==> config.mk <==
export PLATFORM = sky130hd
export DESIGN_NAME = ex_div_flat
export DESIGN_NICKNAME = d
export VERILOG_FILES = /design/src/rtl/ex_div_pkg.sv /design/src/rtl/ex_div_if.sv /design/src/rtl/ex_div_step.sv /design/src/rtl/ex_div.sv /design/src/flat_wrapper.sv
export SDC_FILE = /design/constraint.sdc
export NUM_CORES = 1
export LEC_CHECK = 0
export CORE_MARGIN = 1.5
export CORE_UTILIZATION = 53
export CTS_CLUSTER_DIAMETER = 60
export DETAILED_ROUTE_END_ITERATION = 8
export GPL_ROUTABILITY_DRIVEN = 0
export PLACE_DENSITY = 0.75
export SLEW_MARGIN = 25
export SYNTH_ARGS = -nofsm -noshare
export SYNTH_HDL_FRONTEND = slang
export SYNTH_SLANG_ARGS = --single-unit
==> constraint.sdc <==
create_clock -name clk -period 5.5 [get_ports clk]
set_input_delay 1.1 -clock clk [delete_from_list [all_inputs] [get_ports clk]]
set_output_delay 1.1 -clock clk [all_outputs]
set_load 0.02 [all_outputs]
==> src/rtl/ex_div_pkg.sv <==
// ---------------------------------------------------------------------------
// ex_div_pkg
// Shared definitions for the EX-stage RV32M integer divider.
//   - div_op_e    : operation encoding, equal to funct3[1:0] of DIV/DIVU/REM/REMU
//   - div_state_e : divider FSM states
//   - DIV_CNT_W   : width of the iteration counter
//   - op_is_signed / op_is_rem : operation decode helpers
// ---------------------------------------------------------------------------
package ex_div_pkg;

   localparam int DIV_CNT_W = 6;

   typedef enum logic [1:0] {
      DIV_OP_DIV  = 2'b00,
      DIV_OP_DIVU = 2'b01,
      DIV_OP_REM  = 2'b10,
      DIV_OP_REMU = 2'b11
   } div_op_e;

   typedef enum logic [1:0] {
      DIV_IDLE = 2'b00,
      DIV_CALC = 2'b01,
      DIV_DONE = 2'b10
   } div_state_e;

   // DIV and REM treat their operands as two's-complement values.
   function automatic logic op_is_signed(input logic [1:0] op);
      return (op == DIV_OP_DIV) || (op == DIV_OP_REM);
   endfunction

   // REM and REMU return the remainder rather than the quotient.
   function automatic logic op_is_rem(input logic [1:0] op);
      return (op == DIV_OP_REM) || (op == DIV_OP_REMU);
   endfunction

endpackage

==> src/rtl/ex_div_if.sv <==
// ---------------------------------------------------------------------------
// ex_div_if
// Handshake/bus bundle between decode/pipeline control and the divider.
//   master (issue side): drives start_i, op_i, dividend_i, divisor_i,
//                        waddr_i, flush_i; observes busy_o, ready_o,
//                        result_o, reg_we_o, reg_waddr_o
//   slave  (divider)   : the mirror image of master
// ---------------------------------------------------------------------------
interface ex_div_if #(
   parameter int DATA_WIDTH  = 32,
   parameter int RADDR_WIDTH = 5
);

   logic                   start_i;
   logic [1:0]             op_i;
   logic [DATA_WIDTH-1:0]  dividend_i;
   logic [DATA_WIDTH-1:0]  divisor_i;
   logic [RADDR_WIDTH-1:0] waddr_i;
   logic                   flush_i;
   logic                   busy_o;
   logic                   ready_o;
   logic [DATA_WIDTH-1:0]  result_o;
   logic                   reg_we_o;
   logic [RADDR_WIDTH-1:0] reg_waddr_o;

   modport master (
      output start_i, op_i, dividend_i, divisor_i, waddr_i, flush_i,
      input  busy_o, ready_o, result_o, reg_we_o, reg_waddr_o
   );

   modport slave (
      input  start_i, op_i, dividend_i, divisor_i, waddr_i, flush_i,
      output busy_o, ready_o, result_o, reg_we_o, reg_waddr_o
   );

endinterface

==> src/rtl/ex_div_step.sv <==
// ---------------------------------------------------------------------------
// ex_div_step
// One combinational restoring-division step on unsigned magnitudes.
//   rem       : partial remainder (always < divisor on entry)
//   quot      : quotient register; its MSB is the next dividend bit to bring in
//   divisor   : divisor magnitude
//   next_rem  : partial remainder after this step
//   next_quot : quot shifted left with the new quotient bit in the LSB
// ---------------------------------------------------------------------------
module ex_div_step #(
   parameter int DATA_WIDTH = 32
) (
   input  logic [DATA_WIDTH-1:0] rem,
   input  logic [DATA_WIDTH-1:0] quot,
   input  logic [DATA_WIDTH-1:0] divisor,
   output logic [DATA_WIDTH-1:0] next_rem,
   output logic [DATA_WIDTH-1:0] next_quot
);

   logic [DATA_WIDTH:0] shifted;
   logic [DATA_WIDTH:0] diff;
   logic                borrow;

   // Because rem < divisor, the shifted value is below 2*divisor, so the top
   // bit of the (DATA_WIDTH+1)-bit difference is set exactly when the trial
   // subtraction went negative and the old value must be restored.
   assign shifted   = {rem, quot[DATA_WIDTH-1]};
   assign diff      = shifted - {1'b0, divisor};
   assign borrow    = diff[DATA_WIDTH];
   assign next_rem  = borrow ? shifted[DATA_WIDTH-1:0] : diff[DATA_WIDTH-1:0];
   assign next_quot = {quot[DATA_WIDTH-2:0], ~borrow};

endmodule

==> src/rtl/ex_div.sv <==
// ---------------------------------------------------------------------------
// ex_div
// Multi-cycle RV32M divider (DIV/DIVU/REM/REMU) in the EX stage. Runs a
// 32-step restoring division on operand magnitudes, fixes up signs at the
// end and returns quotient or remainder with a one-cycle write-enable.
//   clk   : clock
//   rst_n : asynchronous active-low reset
//   bus   : ex_div_if.slave
//      start_i/op_i/dividend_i/divisor_i/waddr_i : launch request from decode
//      flush_i     : abort the in-flight operation
//      busy_o      : high whenever the FSM is not in IDLE
//      ready_o     : one-cycle result-valid pulse (reg_we_o mirrors it)
//      result_o    : quotient or remainder, held until the next completion
//      reg_waddr_o : rd address of the completed operation
// ---------------------------------------------------------------------------
module ex_div
   import ex_div_pkg::*;
#(
   parameter int DATA_WIDTH  = 32,
   parameter int RADDR_WIDTH = 5
) (
   input logic       clk,
   input logic       rst_n,
   ex_div_if.slave   bus
);

   div_state_e             state;
   logic [DATA_WIDTH-1:0]  rem_q;
   logic [DATA_WIDTH-1:0]  quot_q;
   logic [DATA_WIDTH-1:0]  divisor_q;
   logic [DIV_CNT_W-1:0]   cnt_q;
   logic                   rem_sel_q;
   logic                   quot_neg_q;
   logic                   rem_neg_q;
   logic [RADDR_WIDTH-1:0] waddr_q;

   logic                   busy_q;
   logic                   ready_q;
   logic                   we_q;
   logic [DATA_WIDTH-1:0]  result_q;
   logic [RADDR_WIDTH-1:0] reg_waddr_q;

   logic                   signed_op;
   logic                   dividend_neg;
   logic                   divisor_neg;
   logic [DATA_WIDTH-1:0]  dividend_mag;
   logic [DATA_WIDTH-1:0]  divisor_mag;
   logic                   div_by_zero;
   logic                   sign_overflow;
   logic [DATA_WIDTH-1:0]  special_result;

   logic [DATA_WIDTH-1:0]  next_rem;
   logic [DATA_WIDTH-1:0]  next_quot;
   logic [DATA_WIDTH-1:0]  fixed_quot;
   logic [DATA_WIDTH-1:0]  fixed_rem;
   logic [DATA_WIDTH-1:0]  final_result;
   logic                   last_step;

   // Launch-side decode: operand magnitudes for the unsigned datapath and
   // the two operand combinations whose results are fixed by the ISA, which
   // bypass the iteration entirely.
   assign signed_op      = op_is_signed(bus.op_i);
   assign dividend_neg   = signed_op & bus.dividend_i[DATA_WIDTH-1];
   assign divisor_neg    = signed_op & bus.divisor_i[DATA_WIDTH-1];
   assign dividend_mag   = dividend_neg ? -bus.dividend_i : bus.dividend_i;
   assign divisor_mag    = divisor_neg  ? -bus.divisor_i  : bus.divisor_i;
   assign div_by_zero    = (bus.divisor_i == '0);
   assign sign_overflow  = signed_op
                         & (bus.dividend_i == {1'b1, {(DATA_WIDTH-1){1'b0}}})
                         & (bus.divisor_i == '1);
   assign special_result = op_is_rem(bus.op_i)
                         ? (div_by_zero ? bus.dividend_i : '0)
                         : (div_by_zero ? '1 : bus.dividend_i);

   ex_div_step #(
      .DATA_WIDTH (DATA_WIDTH)
   ) u_step (
      .rem       (rem_q),
      .quot      (quot_q),
      .divisor   (divisor_q),
      .next_rem  (next_rem),
      .next_quot (next_quot)
   );

   // The final step's output feeds the sign fixup directly, so the result
   // is registered on the same edge that enters DONE and ready_o is high
   // for the whole DONE cycle.
   assign last_step    = (cnt_q == DIV_CNT_W'(DATA_WIDTH - 1));
   assign fixed_quot   = quot_neg_q ? -next_quot : next_quot;
   assign fixed_rem    = rem_neg_q  ? -next_rem  : next_rem;
   assign final_result = rem_sel_q ? fixed_rem : fixed_quot;

   // Divider FSM with all outputs registered. IDLE accepts a launch unless
   // flush is also present; special cases jump straight to DONE with the
   // result already in place. CALC runs one restoring step per cycle and a
   // flush there abandons the operation before any pulse. Because the pulse
   // is registered on entry to DONE, DONE itself always just returns to IDLE.
   always_ff @(posedge clk or negedge rst_n) begin
      if (!rst_n) begin
         state       <= DIV_IDLE;
         rem_q       <= '0;
         quot_q      <= '0;
         divisor_q   <= '0;
         cnt_q       <= '0;
         rem_sel_q   <= 1'b0;
         quot_neg_q  <= 1'b0;
         rem_neg_q   <= 1'b0;
         waddr_q     <= '0;
         busy_q      <= 1'b0;
         ready_q     <= 1'b0;
         we_q        <= 1'b0;
         result_q    <= '0;
         reg_waddr_q <= '0;
      end else begin
         case (state)
            DIV_IDLE: begin
               ready_q <= 1'b0;
               we_q    <= 1'b0;
               if (bus.start_i && !bus.flush_i) begin
                  busy_q <= 1'b1;
                  if (div_by_zero || sign_overflow) begin
                     result_q    <= special_result;
                     reg_waddr_q <= bus.waddr_i;
                     ready_q     <= 1'b1;
                     we_q        <= 1'b1;
                     state       <= DIV_DONE;
                  end else begin
                     rem_sel_q  <= op_is_rem(bus.op_i);
                     quot_neg_q <= dividend_neg ^ divisor_neg;
                     rem_neg_q  <= dividend_neg;
                     waddr_q    <= bus.waddr_i;
                     divisor_q  <= divisor_mag;
                     quot_q     <= dividend_mag;
                     rem_q      <= '0;
                     cnt_q      <= '0;
                     state      <= DIV_CALC;
                  end
               end
            end
            DIV_CALC: begin
               if (bus.flush_i) begin
                  busy_q <= 1'b0;
                  state  <= DIV_IDLE;
               end else if (last_step) begin
                  result_q    <= final_result;
                  reg_waddr_q <= waddr_q;
                  ready_q     <= 1'b1;
                  we_q        <= 1'b1;
                  state       <= DIV_DONE;
               end else begin
                  rem_q  <= next_rem;
                  quot_q <= next_quot;
                  cnt_q  <= cnt_q + 1'b1;
               end
            end
            DIV_DONE: begin
               ready_q <= 1'b0;
               we_q    <= 1'b0;
               busy_q  <= 1'b0;
               state   <= DIV_IDLE;
            end
            default: begin
               ready_q <= 1'b0;
               we_q    <= 1'b0;
               busy_q  <= 1'b0;
               state   <= DIV_IDLE;
            end
         endcase
      end
   end

   assign bus.busy_o      = busy_q;
   assign bus.ready_o     = ready_q;
   assign bus.reg_we_o    = we_q;
   assign bus.result_o    = result_q;
   assign bus.reg_waddr_o = reg_waddr_q;

endmodule

==> src/flat_wrapper.sv <==
// flat-port wrapper written by rule: the top's interface ports become plain ports
module ex_div_flat import ex_div_pkg::*;
#(
   parameter int DATA_WIDTH  = 32,
   parameter int RADDR_WIDTH = 5
)
  (clk, rst_n, bus_start_i, bus_op_i, bus_dividend_i, bus_divisor_i, bus_waddr_i, bus_flush_i, bus_busy_o, bus_ready_o, bus_result_o, bus_reg_we_o, bus_reg_waddr_o);
  ex_div_if #(.DATA_WIDTH(DATA_WIDTH), .RADDR_WIDTH(RADDR_WIDTH)) bus_i ();
  input logic clk;
  input logic rst_n;
  input wire logic [$bits(bus_i.start_i)-1:0] bus_start_i;
  input wire logic [$bits(bus_i.op_i)-1:0] bus_op_i;
  input wire logic [$bits(bus_i.dividend_i)-1:0] bus_dividend_i;
  input wire logic [$bits(bus_i.divisor_i)-1:0] bus_divisor_i;
  input wire logic [$bits(bus_i.waddr_i)-1:0] bus_waddr_i;
  input wire logic [$bits(bus_i.flush_i)-1:0] bus_flush_i;
  output wire logic [$bits(bus_i.busy_o)-1:0] bus_busy_o;
  output wire logic [$bits(bus_i.ready_o)-1:0] bus_ready_o;
  output wire logic [$bits(bus_i.result_o)-1:0] bus_result_o;
  output wire logic [$bits(bus_i.reg_we_o)-1:0] bus_reg_we_o;
  output wire logic [$bits(bus_i.reg_waddr_o)-1:0] bus_reg_waddr_o;
  assign bus_i.start_i = bus_start_i;
  assign bus_i.op_i = bus_op_i;
  assign bus_i.dividend_i = bus_dividend_i;
  assign bus_i.divisor_i = bus_divisor_i;
  assign bus_i.waddr_i = bus_waddr_i;
  assign bus_i.flush_i = bus_flush_i;
  assign bus_busy_o = bus_i.busy_o;
  assign bus_ready_o = bus_i.ready_o;
  assign bus_result_o = bus_i.result_o;
  assign bus_reg_we_o = bus_i.reg_we_o;
  assign bus_reg_waddr_o = bus_i.reg_waddr_o;
  ex_div #(.DATA_WIDTH(DATA_WIDTH), .RADDR_WIDTH(RADDR_WIDTH)) u_core (.clk(clk), .rst_n(rst_n), .bus(bus_i));
endmodule
==> impl_metrics.ini <==
[synth]
avgSynthCellArea_sq_um = 7.958
synth_seq_cells = 151
yosysMostFrequentCell = nand2_1
synthArstFlopShare_pct = 100.0
syn_inst = 1519
yosys.area.top_type = dfrtp_1
synth_area_sq_um = 12090
synth_fa_ha_area_share_pct = 5.175
ys_seq_area_share_pct = 31.26
yosys.cell_types.count = 86
syn-num-nets = 1633
yosysWarnings = 0
synth_simple_gate_area_share_pct = 19.30
synth_top_area_share_pct = 31.26
synth_edf_count = 0
yosys-top-cells-area = dfrtp_1, o21ai_0, xnor2_1, nand2_1, xor2_1
synthFlopType = dfrtp_1
synth-compound-area-share_pct = 25.02
synth_xor_area_share_pct = 10.22
synth_top_family_by_area = compound AO/OA/AOI/OAI gates
synthTopCellsByCount = nand2_1, dfrtp_1, o21ai_0, nor2_1, a21oi_1
muxShareOfSynthArea_pct = 3.188

[power]
p_seq_share_pct = 23.2
switchingPower_uw = 3325
leakage_uw = 0.005906
clkPwrFrac_pct = 17.0
p_sw_share_pct = 48.11
powerDensity_nw_per_um2 = 490.2
ir_worst_vdd_uv = 315.0
internal-power_uw = 3587
combPwrFrac_pct = 59.9

[drt]
firstDrtPassIters = 9
viasPerCell = 6.357
drt_iter0_markers = 1284
wirelength_mm = 36.70
ant_nets = 0
vias = 12020
wl_per_cell_microns = 19.42
drc = 13

[outcome]
violations = DRC
status = finished, violations left

[critical_path]
criticalPathCategory = reg -> reg
cp.required_ns = 5.87
cp.arrival_ns = 5.66
cpPeakStageDelay_ns = 0.51
crit_buf_inv = 4
cp-end-kind = flip-flop
r2r-end = u_core.bus.result_o[30]$_DFFE_PN0P_
path_cells = inv_1, ha_2, inv_1, fa_2, a211oi_2, o211ai_1, a21o_1, o2111a_1, o21a_1, nor2_4, inv_4, mux2i_4, ha_4, nand2_1, or4_4, or4b_4, a22oi_2, buf_4, nand4_4, o31ai_4, xor2_1, o211ai_1, a21oi_1
worstReg2RegStart = u_core.quot_q[31]$_DFFE_PN0P_
start_kind = flip-flop
crit_path_max_fanout = 10
reg2reg_slack_ns = 0.21
cp_slowest_cell = or4_4
crit_family = compound AO/OA/AOI/OAI gates
r2r.worst_path.cells = 23

[cts]
cts.sinks = 151
ctsHoldBuffers = 0
clk_pin_slew_ns = 0.07
cts_buffers = 17
cts_tree = done
htreeDepth = 4
cts_buffer_depth = 2
clk_latency_ns = 0.45
root_buffer = clkbuf_16

[placed_design]
dp_slack_ns = 0.1223
placed_area_sq_um = 13440
hpwl_mm = 26.52
dp_cells = 1854
port_buffers = 114

[timing]
clock_skew_ns = 0.01059
slew_viol_final = 0
setup_viol = 0
hold_violations = 0
slew_headroom_pct = 35.38
tightest_slew_ns = 0.9673
finalCritPeriodShare_pct = 96.20
fmax_mhz = 189.0
setup_slack_ns = 0.2088
fin_crit_ns = 5.291

[floorplanning]
fp.coreArea_sq_um = 22500
start_util_pct = 53.72
die-width_microns = 154.0
die_y_microns = 154.0
dieArea_sq_um = 23720
num_rows = 55
top_level_ports = 115

[global_route]
grt_pass1_wl_mm = 59.16
overflow = 0
grt_pass1_vias = 11230
grtUsageMet2_pct = 51.15
grt.busiest_layer = met2
groute.layer.met3.usage_pct = 5.637
grt_antenna_before_repair = 0
use_met1_pct = 41.21
grt_max_degree = 76
grt_util_all_layers_pct = 31.33

[cells_and_area]
layout.nets = 1706
final_util_pct = 62.66
num_antenna_cells = 0
area_growth_pct = 16.64
drive_above_1_share_pct = 7.352
fin_area_sq_um = 14100
final_cells = 1890

[hold_path]
holdPathStages = 2
hold_start = u_core.bus.result_o[0]$_DFFE_PN0P_
hp-class = reg -> reg
hold-path-endpoint = u_core.bus.result_o[0]$_DFFE_PN0P_

[job]
cap_violations = 0
-- flip-flops by register name (all words and copies together), names as in the netlist --
register                cells
u_core.bus.busy_o           1
u_core.bus.ready_o          1
u_core.bus.reg_waddr_o      5
u_core.bus.result_o        32
u_core.cnt_q                6
u_core.divisor_q           32
u_core.quot_neg_q           1
u_core.quot_q              32
u_core.rem_neg_q            1
u_core.rem_q               32
u_core.rem_sel_q            1
u_core.state                2
u_core.waddr_q              5
-- per-stage QoR --
stage / hold slack (ns) / TNS [ns] / power (uW)
finish: 0.4845 / 0 / 6912
CTS: 0.4901 / 0 / 6695
detailed placement: 0.4742 / 0 / 5484
global placement: 0.4685 / 0 / 5410
global route: 0.5006 / -0.08225 / 7369
floorplan: 0.4746 / 0 / 4479
-- per-layer routing --
metal  share of wire, %  up-vias
li1                   -     5626
met1                 42     5773
met2                 47      518
met3                7.5       98
met4                3.5        0
met5                  0        -
-- worst max path at each step --
stage	to	startpoint	cells past startpoint
2_1_floorplan	u_core.bus.result_o[30]$_DFFE_PN0P_	u_core.quot_q[31]$_DFFE_PN0P_	25
3_3_place_gp	u_core.bus.result_o[30]$_DFFE_PN0P_	u_core.quot_q[31]$_DFFE_PN0P_	22
3_5_place_dp	u_core.bus.result_o[30]$_DFFE_PN0P_	u_core.quot_q[31]$_DFFE_PN0P_	22
4_1_cts	u_core.bus.result_o[30]$_DFFE_PN0P_	u_core.quot_q[31]$_DFFE_PN0P_	22
5_1_grt	u_core.bus.result_o[30]$_DFFE_PN0P_	u_core.quot_q[31]$_DFFE_PN0P_	23
6_report	u_core.bus.result_o[30]$_DFFE_PN0P_	u_core.quot_q[31]$_DFFE_PN0P_	23
-- cells by family (layout without fill, tap and decap cells) --
family                   count (synthesis)  in the layout
multiplexers                            37             37
adder cells (fa/ha/maj)                 52             52
flip-flops                             151            151
AND/OR/NAND/NOR                        493            493
AO/OA/AOI/OAI                          469            469
XOR/XNOR                               141            141
buffers and inverters                  176            262
-- power groups by stage --
stage | Clock [uW] | Sequential [uW] | Combinational, uW
2_1_floorplan | 0 | 1520 | 2960
3_3_place_gp | 0 | 1600 | 3810
3_5_place_dp | 0 | 1600 | 3880
4_1_cts | 1180 | 1590 | 3930
5_1_grt | 1220 | 1630 | 4520
6_report | 1170 | 1600 | 4140
-- worst reg2reg max path: stages, from the launching register on --
cell and delay, ns:
dfrtp_1 0.42, inv_1 0.09, ha_2 0.19, inv_1 0.05, fa_2 0.37, a211oi_2 0.27
o211ai_1 0.15, a21o_1 0.23, o2111a_1 0.30, o21a_1 0.23, nor2_4 0.15, inv_4 0.09
mux2i_4 0.23, ha_4 0.19, nand2_1 0.06, or4_4 0.51, or4b_4 0.50, a22oi_2 0.17
buf_4 0.17, nand4_4 0.12, o31ai_4 0.27, xor2_1 0.17, o211ai_1 0.11, a21oi_1 0.17
-- layout by cell type (no fill, tap or decap), types with 15 or more instances in the layout --
| master | synthesis | routed |
|---|---|---|
| xnor2_1 | 73 | 73 |
| nor2_1 | 136 | 136 |
| o31ai_1 | 20 | 20 |
| mux2i_1 | 25 | 24 |
| nand2_1 | 169 | 168 |
| a222oi_1 | 30 | 30 |
| o21ai_1 | 20 | 20 |
| clkdlybuf4s50_1 | 0 | 113 |
| buf_4 | 1 | 31 |
| nand3_1 | 19 | 19 |
| inv_1 | 83 | 83 |
| ha_1 | 38 | 36 |
| a211oi_1 | 23 | 23 |
| a21o_1 | 15 | 15 |
| or3_1 | 26 | 26 |
| a21oi_1 | 114 | 113 |
| dfrtp_1 | 151 | 151 |
| nor3_1 | 41 | 40 |
| nand4_1 | 16 | 16 |
| clkbuf_16 | 0 | 17 |
| o21ai_0 | 141 | 141 |
| a31oi_1 | 17 | 17 |
| xor2_1 | 68 | 68 |
-- timing repair --
action,in CTS,in global routing
buffers inserted,0,4
pin swaps,0,3
endpoints found under the setup margin,1,9
gates resized for setup,1,12
-- layout make-up --
type,count,area (sq um)
Tap cell,285,356.6
Timing Repair Buffer,145,1375
Clock inverter,15,141.4
Fill cell,1927,8403
Inverter,85,322.8
Multi-Input combinational cell,1192,7700
Clock buffer,17,425.4
Sequential cell,151,3779
Power figures use the tool's default switching activity.
